**config.mk**
```make
export PLATFORM = sky130hd
export DESIGN_NAME = out_port_arbiter_flat
export DESIGN_NICKNAME = d
export VERILOG_FILES = /design/src/rtl/out_port_arbiter_if.sv /design/src/rtl/out_port_arbiter.sv /design/src/flat_wrapper.sv
export SDC_FILE = /design/constraint.sdc
export NUM_CORES = 1
export LEC_CHECK = 0
export ABC_AREA = 1
export ABC_CLOCK_PERIOD_IN_PS = 2070
export CORE_ASPECT_RATIO = 0.7
export CORE_UTILIZATION = 48
export DETAILED_ROUTE_END_ITERATION = 16
export PLACE_DENSITY = 0.76
export SETUP_SLACK_MARGIN = 0.4
export SLEW_MARGIN = 20
export SYNTH_ARGS = -nofsm -noshare
export SYNTH_HDL_FRONTEND = slang
export SYNTH_SLANG_ARGS = --single-unit
```
**constraint.sdc**
```tcl
create_clock -name clk -period 2.07 [get_ports clk]
set_input_delay 0.207 -clock clk [delete_from_list [all_inputs] [get_ports clk]]
set_output_delay 0.207 -clock clk [all_outputs]
set_load 0.05 [all_outputs]
```
**src/rtl/out_port_arbiter_if.sv**
```systemverilog
// ---------------------------------------------------------------------------
// out_port_arbiter_if
// Bundles the requester and display-write signals of out_port_arbiter.
//   a_valid/a_port/a_data -> a_ready : requester A (CPU driver) write channel
//   b_valid/b_port/b_data -> b_ready : requester B (time-set engine) channel
//   write_out/out_port/out_data      : registered write to display registers
//   drop_count                       : saturating count of illegal-port drops
//   busy                             : FIFOs non-empty or write in flight
// master: the side driving requests (requesters / testbench)
// slave : the arbiter itself
// ---------------------------------------------------------------------------
interface out_port_arbiter_if;
    logic        a_valid;
    logic [3:0]  a_port;
    logic [15:0] a_data;
    logic        a_ready;
    logic        b_valid;
    logic [3:0]  b_port;
    logic [15:0] b_data;
    logic        b_ready;
    logic        write_out;
    logic [3:0]  out_port;
    logic [15:0] out_data;
    logic [7:0]  drop_count;
    logic        busy;

    modport master (
        output a_valid, a_port, a_data, b_valid, b_port, b_data,
        input  a_ready, b_ready, write_out, out_port, out_data, drop_count, busy
    );

    modport slave (
        input  a_valid, a_port, a_data, b_valid, b_port, b_data,
        output a_ready, b_ready, write_out, out_port, out_data, drop_count, busy
    );
endinterface

```
**src/rtl/out_port_arbiter.sv**
```systemverilog
// ---------------------------------------------------------------------------
// out_port_arbiter
// Two requesters (A, B) each feed a DEPTH-entry {port, data} FIFO. Every
// cycle at most one FIFO head is popped, round-robin when both hold data.
// A popped entry aimed at a legal port (< NPORTS) becomes a one-cycle
// registered write strobe; an illegal one is dropped and counted.
// Ports:
//   clk   : single clock, rising edge
//   reset : synchronous, active-high
//   bus   : out_port_arbiter_if.slave (request channels, write outputs,
//           drop_count, busy)
// ---------------------------------------------------------------------------
module out_port_arbiter #(
    parameter int DEPTH  = 2,
    parameter int NPORTS = 6
) (
    input  logic                 clk,
    input  logic                 reset,
    out_port_arbiter_if.slave    bus
);
    localparam int AW = $clog2(DEPTH);
    localparam int CW = $clog2(DEPTH + 1);

    // Round-robin pointer names the requester preferred on the next contended pop
    typedef enum logic {PREF_A = 1'b0, PREF_B = 1'b1} rr_t;

    logic [19:0]   mem_a [DEPTH];
    logic [19:0]   mem_b [DEPTH];
    logic [AW-1:0] wr_a, rd_a, wr_b, rd_b;
    logic [CW-1:0] cnt_a, cnt_b, cnt_a_nxt, cnt_b_nxt;
    logic          rdy_a, rdy_b;
    logic          push_a, push_b, pop_a, pop_b, pop_any;
    rr_t           rr;
    logic [19:0]   head;
    logic          head_legal;

    logic          vld_p1;
    logic [3:0]    out_port_p1;
    logic [15:0]   out_data_p1;
    logic [7:0]    drop_cnt;

    // ---- stage p0: FIFO handshake and arbitration ----
    // Ready is registered, so a full FIFO refuses even when it pops this cycle.
    assign push_a  = bus.a_valid & rdy_a;
    assign push_b  = bus.b_valid & rdy_b;
    assign pop_a   = (cnt_a != '0) & ((cnt_b == '0) | (rr == PREF_A));
    assign pop_b   = (cnt_b != '0) & ~pop_a;
    assign pop_any = pop_a | pop_b;

    assign head       = pop_a ? mem_a[rd_a] : mem_b[rd_b];
    assign head_legal = ({28'd0, head[19:16]} < 32'(NPORTS));

    assign cnt_a_nxt = cnt_a + CW'(push_a) - CW'(pop_a);
    assign cnt_b_nxt = cnt_b + CW'(push_b) - CW'(pop_b);

    // Storage carries no reset; pointers and counts define what is valid.
    always_ff @(posedge clk) begin
        if (!reset && push_a) mem_a[wr_a] <= {bus.a_port, bus.a_data};
        if (!reset && push_b) mem_b[wr_b] <= {bus.b_port, bus.b_data};
    end

    always_ff @(posedge clk) begin
        if (reset) begin
            cnt_a <= '0;
            cnt_b <= '0;
            wr_a  <= '0;
            rd_a  <= '0;
            wr_b  <= '0;
            rd_b  <= '0;
            rdy_a <= 1'b1;
            rdy_b <= 1'b1;
            rr    <= PREF_A;
        end else begin
            cnt_a <= cnt_a_nxt;
            cnt_b <= cnt_b_nxt;
            rdy_a <= (cnt_a_nxt != CW'(DEPTH));
            rdy_b <= (cnt_b_nxt != CW'(DEPTH));
            if (push_a) wr_a <= wr_a + AW'(1);
            if (pop_a)  rd_a <= rd_a + AW'(1);
            if (push_b) wr_b <= wr_b + AW'(1);
            if (pop_b)  rd_b <= rd_b + AW'(1);
            // Pointer moves on every pop, discarded entries included
            if (pop_a)      rr <= PREF_B;
            else if (pop_b) rr <= PREF_A;
        end
    end

    // ---- stage p1: registered write strobe and drop counter ----
    always_ff @(posedge clk) begin
        if (reset) begin
            vld_p1      <= 1'b0;
            out_port_p1 <= '0;
            out_data_p1 <= '0;
            drop_cnt    <= '0;
        end else begin
            vld_p1 <= pop_any & head_legal;
            // Port/data hold their last value when nothing legal is popped
            if (pop_any && head_legal) begin
                out_port_p1 <= head[19:16];
                out_data_p1 <= head[15:0];
            end
            if (pop_any && !head_legal && drop_cnt != 8'hFF)
                drop_cnt <= drop_cnt + 8'd1;
        end
    end

    assign bus.a_ready    = rdy_a;
    assign bus.b_ready    = rdy_b;
    assign bus.write_out  = vld_p1;
    assign bus.out_port   = out_port_p1;
    assign bus.out_data   = out_data_p1;
    assign bus.drop_count = drop_cnt;
    assign bus.busy       = (cnt_a != '0) | (cnt_b != '0) | vld_p1;

endmodule
```
**src/flat_wrapper.sv**
```systemverilog
// flat-port wrapper written by rule: the top's interface ports become plain ports
module out_port_arbiter_flat 
#(
    parameter int DEPTH  = 2,
    parameter int NPORTS = 6
)
  (clk, reset, bus_a_valid, bus_a_port, bus_a_data, bus_b_valid, bus_b_port, bus_b_data, bus_a_ready, bus_b_ready, bus_write_out, bus_out_port, bus_out_data, bus_drop_count, bus_busy);
  out_port_arbiter_if bus_i ();
  input  logic clk;
  input  logic reset;
  input wire logic [$bits(bus_i.a_valid)-1:0] bus_a_valid;
  input wire logic [$bits(bus_i.a_port)-1:0] bus_a_port;
  input wire logic [$bits(bus_i.a_data)-1:0] bus_a_data;
  input wire logic [$bits(bus_i.b_valid)-1:0] bus_b_valid;
  input wire logic [$bits(bus_i.b_port)-1:0] bus_b_port;
  input wire logic [$bits(bus_i.b_data)-1:0] bus_b_data;
  output wire logic [$bits(bus_i.a_ready)-1:0] bus_a_ready;
  output wire logic [$bits(bus_i.b_ready)-1:0] bus_b_ready;
  output wire logic [$bits(bus_i.write_out)-1:0] bus_write_out;
  output wire logic [$bits(bus_i.out_port)-1:0] bus_out_port;
  output wire logic [$bits(bus_i.out_data)-1:0] bus_out_data;
  output wire logic [$bits(bus_i.drop_count)-1:0] bus_drop_count;
  output wire logic [$bits(bus_i.busy)-1:0] bus_busy;
  assign bus_i.a_valid = bus_a_valid;
  assign bus_i.a_port = bus_a_port;
  assign bus_i.a_data = bus_a_data;
  assign bus_i.b_valid = bus_b_valid;
  assign bus_i.b_port = bus_b_port;
  assign bus_i.b_data = bus_b_data;
  assign bus_a_ready = bus_i.a_ready;
  assign bus_b_ready = bus_i.b_ready;
  assign bus_write_out = bus_i.write_out;
  assign bus_out_port = bus_i.out_port;
  assign bus_out_data = bus_i.out_data;
  assign bus_drop_count = bus_i.drop_count;
  assign bus_busy = bus_i.busy;
  out_port_arbiter #(.DEPTH(DEPTH), .NPORTS(NPORTS)) u_core (.clk(clk), .reset(reset), .bus(bus_i));
endmodule
```
==> out/results.tsv <==
stage	metric	value	unit
run_status	status	finished, final reports clean	
setup_path	r2r_setup_slack	0.25	ns
pwr	p_seq_share	30.8	%
cts	cts.sinks	122	
min_path	min_path_type	primary input to register	
detailed_routing	via_per_inst	5.216	
setup_path	cp_max_fo	3	
cts	cts_htree_levels	4	
timing	rsz0062_at_grt	true	
cts	cts_buffer_depth	2	
synth	synth_ff_type	edfxtp_1	
floorplanning	core_area	9722	um^2
synth	synth_cell_type_count	27	
synth	seq_area_frac_synth	67.08	%
min_path	hold_depth	2	
cts	clk_pin_slew	0.05	ns
cts	hold_buffers	0	
synth	yosys_warnings	0	
final_layout	syn2layout_area_growth	38.35	%
placed_design	globalplace.congestion	0.8595	
pwr	internal_power	0.006571	W
timing	worst_slew_pin_slew	0.6788	ns
global_route	grt_max_degree	38	
detailed_routing	wirelength	11350	um
global_route	grt_pass1_vias	3513	
setup_path	critPathMaxStageDelay	0.36	ns
placed_design	dp_hpwl	6805	um
floorplanning	dieWidth	122.0	um
floorplanning	start_util	49.73	%
timing	whs	0.3189	ns
timing	fin_crit	1.816	ns
setup_path	r2r_start	u_core.cnt_b[1]$_SDFF_PP0_	
final_layout	sequential_cell_area	3263	um^2
final_layout	final_common_cell	nand2_1	
timing	period_share	87.72	%
global_route	grt_pass1_wl	17090	um
synth	syn_nets	482	
final_layout	fin_util	68.80	%
detailed_routing	drtPass1Iterations	6	
floorplanning	die-area	10480	um^2
final_layout	layout_common_cells	141 x nand2_1, 80 x edfxtp_1, 42 x clkdlybuf4s50_1	
setup_path	end_kind	register	
cts	cts_buffers	17	
detailed_routing	route.vias.total	3521	
final_layout	antennaDiodeCount	0	
timing	fin_worst_skew	0.008036	ns
floorplanning	chipHeight	85.97	um
setup_path	criticalPathCategory	register to register	
flow_run	cap_violations	0	
final_layout	fin_nets	584	
synth	synth_edf_count	80	
pwr	leakage	2.622	nW
pwr	powerDensity	1587	nW/um^2
setup_path	cpMaxStageDelayCell	dfxtp_4	
pwr	p_clk_share	29.3	%
final_layout	drive_above_1_share	20.48	%
timing	timing_hold_violations_final	0	
setup_path	cpLargestDelayFamily	adder cells	
synth	syn_avg_cell_area	11.17	um^2
synth	synthArstFlopShare	0	%
synth	synthCells	433	
setup_path	critPathRequiredTime	2.37	ns
timing	slew_viol_final	0	
global_route	grt_use_total	22.33	%
setup_path	crit_top_cell	ha_4	
cts	clock-root-buffer	clkbuf_16	
global_route	overflow	0	
setup_path	r2r_cells	11	
cts	cts_tree	done	
min_path	whs_endpoint	u_core.bus.write_out$_SDFF_PP0_	
min_path	holdCritStartpoint	reset	
setup_path	cp-start-kind	register	
floorplanning	pin_count	76	
global_route	antenna_found_initial	0	
final_layout	multi_input_area	1620	um^2
setup_path	cp.arrival	2.11	ns
setup_path	cp.buffers_inverters	3	
detailed_routing	antenna_left	0	
detailed_routing	route.detailed.drc	0	
setup_path	reg2reg_to	u_core.bus.b_ready$_SDFF_PP1_	
final_layout	final.fill_count	683	
detailed_routing	drt-wirelength-per-cell	16.82	um
pwr	swShare	38.12	%
synth	syn_area	4835	um^2
setup_path	crit_chain	o21ai_4, nand2_4, inv_6, nor2_4, ha_4, inv_2, ha_4, xor2_2, buf_4, a21oi_4, nand2_1	
cts	clk-insertion-delay-late	0.41	ns
timing	finalSetupTns	0	ns
timing	maxSlewHeadroom	54.75	%
synth	synth-seq-cells	122	
floorplanning	rows	30	
placed_design	port_buffers	75	
pwr	ir_drop	0.7505	mV
timing	finalSetupViolCount	0	
pwr	pwr-share-comb	39.9	%
detailed_routing	drt_iter0_markers	211	
pwr	p_switching	0.004047	W
timing	fmax	550.7	MHz
==> routing by layer <==
layer / GRT usage [%] / up-vias / share of wire (%)
met2: 36.57 / 123 / 50
li1: - / 1683 / -
met1: 26.98 / 1697 / 42
met5: 0 / - / 0
met3: 7.247 / 18 / 5.8
met4: 9.989 / 0 / 1.9
==> worst reg2reg max path: stages, from the launching register on <==
cell and delay, ns:
dfxtp_4 0.36, o21ai_4 0.18, nand2_4 0.09, inv_6 0.08
nor2_4 0.04, ha_4 0.26, inv_2 0.04, ha_4 0.15
xor2_2 0.18, buf_4 0.15, a21oi_4 0.12, nand2_1 0.06
==> power groups by stage <==
stage / registers, W / logic [W] / clock network [W]
after floorplan: 0.00391 / 0.00200 / 0
after global placement: 0.00325 / 0.00353 / 0
after detailed placement: 0.00327 / 0.00360 / 0
after CTS: 0.00325 / 0.00372 / 0.00313
after global routing: 0.00330 / 0.00456 / 0.00325
final: 0.00327 / 0.00424 / 0.00311
==> logic make-up after synthesis <==
logic type / share of synthesized area (%)
AND/OR/NAND/NOR: 15.40
flip-flops: 67.08
AO/OA/AOI/OAI: 7.350
buffers and inverters: 4.089
multiplexers: 3.520
XOR/XNOR: 1.268
adder cells (fa/ha/maj): 1.294
==> sequential cells by signal (all words and copies together) (netlist names), 2 cells and up, named ones only <==
signal,flops
u_core.cnt_b,2
u_core.cnt_a,2
u_core.mem_b,40
u_core.mem_a,40
u_core.bus.out_data,16
u_core.bus.out_port,4
u_core.bus.drop_count,8
==> what timing repair did <==
action | in CTS | in global routing
pin swaps | 9 | 16
buffers inserted | 7 | 6
resized for setup | 45 | 29
gates cloned | 1 | 2
endpoints found under the setup margin | 63 | 35
==> through the flow <==
stage | cell area [um^2] | cells | setup slack [ns] | total power, W
4_1_cts | 6505 | 667 | 0.2239 | 0.01010
3_3_place_gp | 5819 | 628 | 0.2465 | 0.006781
2_1_floorplan | 4935 | 433 | 0.2303 | 0.005908
3_5_place_dp | 5819 | 628 | 0.1532 | 0.006863
5_1_grt | 6689 | 675 | 0.1906 | 0.01111
6_report | 6689 | 675 | 0.2542 | 0.01062
==> synth_stat cells (3+ instances only) <==
library cell	count	area share, %
a21oi_2	10	1.8
clkbuf_1	8	0.62
a21oi_1	26	2.7
nor2_1	11	0.85
inv_1	20	1.6
mux2i_1	17	3.5
ha_1	5	1.3
dfxtp_1	42	17
o21ai_0	23	2.4
buf_4	3	0.47
buf_6	4	0.93
nand3_1	7	0.72
xor2_1	7	1.3
nand2_1	145	11
buf_2	3	0.31
nand4_1	9	1.2
edfxtp_1	80	50
==> how the worst max path moves through the flow <==
stage	to	cells past startpoint	slack, ns	from
floorplan	u_core.bus.b_ready$_SDFF_PP1_	12	0.23	u_core.cnt_b[1]$_SDFF_PP0_
global placement	u_core.bus.b_ready$_SDFF_PP1_	11	0.25	u_core.cnt_b[1]$_SDFF_PP0_
detailed placement	u_core.bus.b_ready$_SDFF_PP1_	11	0.15	u_core.cnt_b[1]$_SDFF_PP0_
CTS	bus_busy	4	0.22	u_core.cnt_b[0]$_SDFF_PP0_
global route	u_core.bus.b_ready$_SDFF_PP1_	11	0.19	u_core.cnt_b[1]$_SDFF_PP0_
finish	u_core.bus.b_ready$_SDFF_PP1_	11	0.25	u_core.cnt_b[1]$_SDFF_PP0_
==> layout make-up <==
cell class | instances | share of cell area (%)
flip-flops and latches | 122 | 48.78
multi-input cells | 272 | 24.22
repair buffers | 98 | 13.66
clock buffers | 20 | 6.528
clock inverters | 11 | 2.637
well taps | 128 | 2.394
inverters | 22 | 1.534
repair inverters | 2 | 0.2432
Note: power is estimated with default switching activity, not from simulation.
